## src/rtl/tag_fifo_if.sv

```systemverilog
// ----------------------------------------------------------------------------
// tag_fifo_if
//   Dispatch/commit side bundle of the physical tag free-list.
//
//   Signals:
//     dispatch_tag        FIFO -> dispatch : tag at head (fall-through)
//     dispatch_tag_valid  FIFO -> dispatch : head tag is valid
//     dispatch_tag_ren    dispatch -> FIFO : consume head tag this cycle
//     commit_tag          commit -> FIFO   : tag being returned
//     commit_tag_wen      commit -> FIFO   : push commit_tag this cycle
//     tagfifo_full        FIFO -> user     : all tags present
//     tagfifo_empty       FIFO -> user     : no tags present
//     tagfifo_count       FIFO -> user     : number of tags held
//     tagfifo_err         FIFO -> user     : sticky protocol error
//
//   Modports:
//     master : the dispatch/commit logic driving requests
//     slave  : the tag FIFO itself
// ----------------------------------------------------------------------------
interface tag_fifo_if #(
    parameter int TAG_WIDTH = 6
);
    logic [TAG_WIDTH-1:0] dispatch_tag;
    logic                 dispatch_tag_valid;
    logic                 dispatch_tag_ren;
    logic [TAG_WIDTH-1:0] commit_tag;
    logic                 commit_tag_wen;
    logic                 tagfifo_full;
    logic                 tagfifo_empty;
    logic [TAG_WIDTH:0]   tagfifo_count;
    logic                 tagfifo_err;

    modport master (
        input  dispatch_tag,
        input  dispatch_tag_valid,
        output dispatch_tag_ren,
        output commit_tag,
        output commit_tag_wen,
        input  tagfifo_full,
        input  tagfifo_empty,
        input  tagfifo_count,
        input  tagfifo_err
    );

    modport slave (
        output dispatch_tag,
        output dispatch_tag_valid,
        input  dispatch_tag_ren,
        input  commit_tag,
        input  commit_tag_wen,
        output tagfifo_full,
        output tagfifo_empty,
        output tagfifo_count,
        output tagfifo_err
    );
endinterface : tag_fifo_if

```

## src/rtl/tag_fifo.sv

```systemverilog
// ----------------------------------------------------------------------------
// tag_fifo
//   Circular free-list of physical result tags feeding dispatch. Out of reset
//   it holds every tag 0..DEPTH-1 in order; dispatch pops the head tag,
//   commit pushes retired tags back. Guarantees unique in-flight tags as long
//   as commit returns each tag exactly once.
//
//   Ports:
//     clk    rising-edge clock
//     reset  synchronous reset, active-low (0 = reset)
//     bus    tag_fifo_if.slave : dispatch head/ren, commit tag/wen,
//            full/empty/count status and sticky error flag
// ----------------------------------------------------------------------------
module tag_fifo #(
    parameter int TAG_WIDTH = 6,
    parameter int DEPTH     = 64    // must equal 2**TAG_WIDTH
) (
    input  logic           clk,
    input  logic           reset,
    tag_fifo_if.slave      bus
);
    localparam int PTR_W = TAG_WIDTH + 1;

    logic [TAG_WIDTH-1:0] r_mem [DEPTH];
    logic [PTR_W-1:0]     r_rptr;
    logic [PTR_W-1:0]     r_wptr;
    logic                 r_err;

    logic w_empty;
    logic w_full;
    logic w_pop;
    logic w_push;
    logic w_pop_err;
    logic w_push_err;

    // Pointers carry an extra wrap bit so full and empty are distinguishable.
    assign w_empty = (r_rptr == r_wptr);
    assign w_full  = (r_rptr[TAG_WIDTH-1:0] == r_wptr[TAG_WIDTH-1:0]) &&
                     (r_rptr[TAG_WIDTH] != r_wptr[TAG_WIDTH]);

    assign w_pop      = bus.dispatch_tag_ren && !w_empty;
    // At full, a simultaneous pop frees the slot the push lands in.
    assign w_push     = bus.commit_tag_wen && (!w_full || bus.dispatch_tag_ren);
    // A pop on empty is only an error if no push rescues the cycle.
    assign w_pop_err  = bus.dispatch_tag_ren && w_empty && !bus.commit_tag_wen;
    assign w_push_err = bus.commit_tag_wen && w_full && !bus.dispatch_tag_ren;

    always_ff @(posedge clk) begin
        if (!reset) begin
            // NOTE: the array is reset on purpose -- the free-list must start
            // holding every tag, so this storage is state, not a plain RAM.
            for (int i = 0; i < DEPTH; i++) begin
                r_mem[i] <= TAG_WIDTH'(i);
            end
            r_rptr <= '0;
            r_wptr <= PTR_W'(DEPTH);
            r_err  <= 1'b0;
        end else begin
            // NOTE: non-blocking assignments keep every read in this block
            // seeing pre-edge values, so pop and push on one edge don't race.
            if (w_push) begin
                r_mem[r_wptr[TAG_WIDTH-1:0]] <= bus.commit_tag;
                r_wptr                       <= r_wptr + PTR_W'(1);
            end
            if (w_pop) begin
                r_rptr <= r_rptr + PTR_W'(1);
            end
            if (w_pop_err || w_push_err) begin
                r_err <= 1'b1;
            end
        end
    end

    assign bus.dispatch_tag       = r_mem[r_rptr[TAG_WIDTH-1:0]];
    assign bus.dispatch_tag_valid = !w_empty;
    assign bus.tagfifo_full       = w_full;
    assign bus.tagfifo_empty      = w_empty;
    assign bus.tagfifo_count      = r_wptr - r_rptr;
    assign bus.tagfifo_err        = r_err;

endmodule : tag_fifo

```

## src/flat_wrapper.sv

```systemverilog
// flat-port wrapper written by rule: the top's interface ports become plain ports
module tag_fifo_flat 
#(
    parameter int TAG_WIDTH = 6,
    parameter int DEPTH     = 64                              
)
  (clk, reset, bus_dispatch_tag, bus_dispatch_tag_valid, bus_dispatch_tag_ren, bus_commit_tag, bus_commit_tag_wen, bus_tagfifo_full, bus_tagfifo_empty, bus_tagfifo_count, bus_tagfifo_err);
  tag_fifo_if #(.TAG_WIDTH(TAG_WIDTH)) bus_i ();
  input  logic clk;
  input  logic reset;
  output wire logic [$bits(bus_i.dispatch_tag)-1:0] bus_dispatch_tag;
  output wire logic [$bits(bus_i.dispatch_tag_valid)-1:0] bus_dispatch_tag_valid;
  input wire logic [$bits(bus_i.dispatch_tag_ren)-1:0] bus_dispatch_tag_ren;
  input wire logic [$bits(bus_i.commit_tag)-1:0] bus_commit_tag;
  input wire logic [$bits(bus_i.commit_tag_wen)-1:0] bus_commit_tag_wen;
  output wire logic [$bits(bus_i.tagfifo_full)-1:0] bus_tagfifo_full;
  output wire logic [$bits(bus_i.tagfifo_empty)-1:0] bus_tagfifo_empty;
  output wire logic [$bits(bus_i.tagfifo_count)-1:0] bus_tagfifo_count;
  output wire logic [$bits(bus_i.tagfifo_err)-1:0] bus_tagfifo_err;
  assign bus_dispatch_tag = bus_i.dispatch_tag;
  assign bus_dispatch_tag_valid = bus_i.dispatch_tag_valid;
  assign bus_i.dispatch_tag_ren = bus_dispatch_tag_ren;
  assign bus_i.commit_tag = bus_commit_tag;
  assign bus_i.commit_tag_wen = bus_commit_tag_wen;
  assign bus_tagfifo_full = bus_i.tagfifo_full;
  assign bus_tagfifo_empty = bus_i.tagfifo_empty;
  assign bus_tagfifo_count = bus_i.tagfifo_count;
  assign bus_tagfifo_err = bus_i.tagfifo_err;
  tag_fifo #(.TAG_WIDTH(TAG_WIDTH), .DEPTH(DEPTH)) u_core (.clk(clk), .reset(reset), .bus(bus_i));
endmodule
```

## config.mk

```make
export PLATFORM = sky130hd
export DESIGN_NAME = tag_fifo_flat
export DESIGN_NICKNAME = d
export VERILOG_FILES = /design/src/rtl/tag_fifo_if.sv /design/src/rtl/tag_fifo.sv /design/src/flat_wrapper.sv
export SDC_FILE = /design/constraint.sdc
export NUM_CORES = 1
export LEC_CHECK = 0
export CORE_ASPECT_RATIO = 1.75
export CORE_MARGIN = 2
export CORE_UTILIZATION = 40
export DETAILED_ROUTE_END_ITERATION = 12
export SETUP_SLACK_MARGIN = 0.1
export SYNTH_ARGS = -nofsm -noshare
export SYNTH_HDL_FRONTEND = slang
export SYNTH_SLANG_ARGS = --single-unit
```

## constraint.sdc

```tcl
create_clock -name clk -period 2.6 [get_ports clk]
set_input_delay 0.65 -clock clk [delete_from_list [all_inputs] [get_ports clk]]
set_output_delay 0.65 -clock clk [all_outputs]
set_load 0.05 [all_outputs]
```

==> run metrics <==
Hold EP u_core.bus.tagfifo_err; Peak VDD IR 409.9 µV; PnR Total Power 14.95 mW; Post-synth EDFFs ~380; average cell area after synthesis roughly 13 µm²; sequential element share of the synthesized area around 64%; Max clock buf depth 3; worst reg2reg path depth 11; CP Cell Sequence buf_12 -> mux4_2 -> mux4_2 -> o21ai_2 -> buf_6 -> o41ai_4 -> buf_6; CTS buffer count 38; outcome finished, violations left; CP Buf/Inv Count 3; share of post-route cells with drive strength above 1 about a third; Buffers on Ports 26; flops & latches, synth around 410; Post-route DRC 0; DR vias/cell between 5 and 6; Post-synth top cells edfxtp_1, nand2_1, nor3_1; WL final about 54,000 µm; Yosys cell types 52; DIE WIDTH approximately 170 µm; dominant cell by count in the synthesized netlist edfxtp_1; area delta synth->final 23.83%; GRT Overall Usage about 22%; largest net degree at the start of global routing 64; CP max FO 7; non-filler cells, final between 2,000 and 2,500; Main synth FF type edfxtp_1; cell area power density about 640 mW/mm²; Via Count 12,380; placed insts 2,079; met2 routed wirelength 30,570 µm; placer congestion estimate 0.8737; num ports 27; synthesized area 0.01879 mm²; reg2reg end u_core.r_mem[6][1]; number of global-route vias before repair roughly 13,000; hold depth 1; DR iter-0 viols around 1,100; Clk pin slew, worst setup/hold paths 0.06 ns; hold crit path type register to register; Final WS setup -0.7963 ns; Worst-Skew Late Latency roughly 0.55 ns; synth top area cells edfxtp_1, mux4_2, nor3_1; Max Used Layer met4; Antenna Nets Post-Route 0; crit end category primary output; root buf cell clkbuf_16; Max-cap violations 0; slowest CP cell mux4_2; Avg WL per Cell around 25 µm; clk sinks around 410; min Tclk post-route about 3.4 ns; DP Wirelength about 36,000 µm; delay-heaviest family, CP multiplexers; CTS tree yes; count of final hold-check violations 0; Overflow after GRT 0; r2r startpoint u_core.r_rptr[3]; critical path startpoint category register; CP Class register to primary output; initial core utilization about two fifths; Setup WS pre-CTS -0.4698 ns; Clock Skew approximately 0.012 ns; Max Slew Vio Count 0; Synth top area share 61.37%; die extent in y between 200 and 300 µm; Setup Viol. Count Final 12; global-route wire length before repair about 80,000 µm; ANT cells 0; Layout Nets roughly 1,600; Synth warnings 0; Worst path max stage delay between 0.5 and 0.6 ns; metal1 wirelength approximately 18,000 µm; Critical Path RT 1.95 ns; Mapped Cells about 1,400; hold path start u_core.bus.tagfifo_err; initial antenna violation count 1; RSZ-0062 raised after global routing yes; ys async rst share 0%; Std-Cell Rows 105; LEAKAGE between 7 and 8 nW; reg2reg setup slack around 0.15 ns; Die Area between 0.04 and 0.05 mm²; f_max slightly below 300 MHz; H-tree Lvls 2; worst-case headroom to the max-slew limit between 50% and 60%; Final period util 130.6%; first drt pass iteration count 5; violated checks negative setup slack; Critical Path AT 2.75 ns; core box area roughly 0.047 mm²; worst-margin pin slew 0.6873 ns; post-synthesis net count approximately 1,400; met3 WL 1754 µm; area leader, netlist edfxtp_1
==> routing by layer <==
layer	vias up	global-route usage, %
met2	354	43.05
met1	6311	23.30
met4	0	11.94
met5	-	0
li1	5564	-
met3	148	2.165
==> metrics by stage <==
step           cell area (µm²)   TNS (ns)  hold slack [ns]  util, %
5_1_grt                  23270     -6.613           0.5161    49.89
6_report                 23270     -5.648           0.4858    49.89
3_5_place_dp             21350     -19.56           0.4698    45.79
3_3_place_gp             21350     -16.31           0.4762    45.79
4_1_cts                  22970     -5.745           0.4872    49.24
2_1_floorplan            19090  -0.005877           0.5523        -
==> power by group <==
group          switching [mW]  leakage (nW)  internal, mW  total [mW]
registers              0.0984          3.68          7.31        7.41
logic                    1.22          2.95         0.986        2.21
clock network            2.44         0.555          2.89        5.33
==> worst reg2reg max path: stages, from the launching register on <==
cell and delay [ns]:
dfxtp_2 0.36, inv_2 0.06, ha_4 0.24, buf_4 0.12, nand4_1 0.13, buf_4 0.15
nor4_4 0.04, buf_4 0.16, nor4_4 0.17, nand2b_1 0.13, buf_12 0.18, or3_4 0.45
==> sequential cells by signal, indices dropped and copies added (netlist names), named ones only <==
register	flops
u_core.r_wptr	7
u_core.r_mem	384
u_core.bus.tagfifo_err	1
u_core.r_rptr	7
==> final cells by class <==
class,instances,area (µm²)
clock buffers,47,1016
repair buffers,271,2710
clock inverters,19,133.9
fillers,3914,23370
multi-input cells,828,6628
inverters,17,68.82
flip-flops and latches,405,11970
well taps,588,735.7
==> cells by family (layout without fill, tap and decap cells) <==
group,Yosys count,after routing,synth area share (%)
simple gates,545,545,13.96
flops,405,405,63.61
buf+inv,161,354,3.849
compound gates,134,134,4.322
mux,126,126,12.87
xor+xnor,14,14,0.7525
fa+ha+maj,9,9,0.6393
==> cells in the final DEF, fill, tap and decap left out, types with 8 or more instances in the layout <==
cell and instances:
o21ai_1 20, mux4_2 92, o22ai_1 8, mux2i_1 28
inv_2 9, buf_6 32, buf_12 36, nor2_1 58
nand3_1 18, o21ai_0 40, nor3_1 159, clkbuf_16 41
or3_1 40, nand2_1 170, edfxtp_1 384, buf_4 187
dfxtp_1 11, o21ai_2 16, nor2b_1 13, clkdlybuf4s50_1 8
and2_1 45
==> worst max path at each step <==
| stage | startpoint | end | slack, ns | cells past startpoint |
|---|---|---|---|---|
| 6_report | register | bus_dispatch_tag[0] | -0.80 | 7 |
| 5_1_grt | register | bus_dispatch_tag[0] | -0.85 | 7 |
| 4_1_cts | register | bus_dispatch_tag[3] | -0.81 | 6 |
| 3_5_place_dp | register | bus_dispatch_tag[1] | -0.47 | 7 |
| 3_3_place_gp | register | bus_dispatch_tag[2] | -0.43 | 7 |
| 2_1_floorplan | u_core.r_wptr[0] | bus_tagfifo_count[6] | -0.006 | 10 |
==> what timing repair did <==
item / in CTS / in global routing
pin swaps: 21 / 23
gates cloned: 1 / 2
hold buffers: 0 / 0
gates resized for setup: 63 / 68
setup endpoints to repair: 33 / 153
buffers inserted: 20 / 10
(Power assumes the default switching activity.)
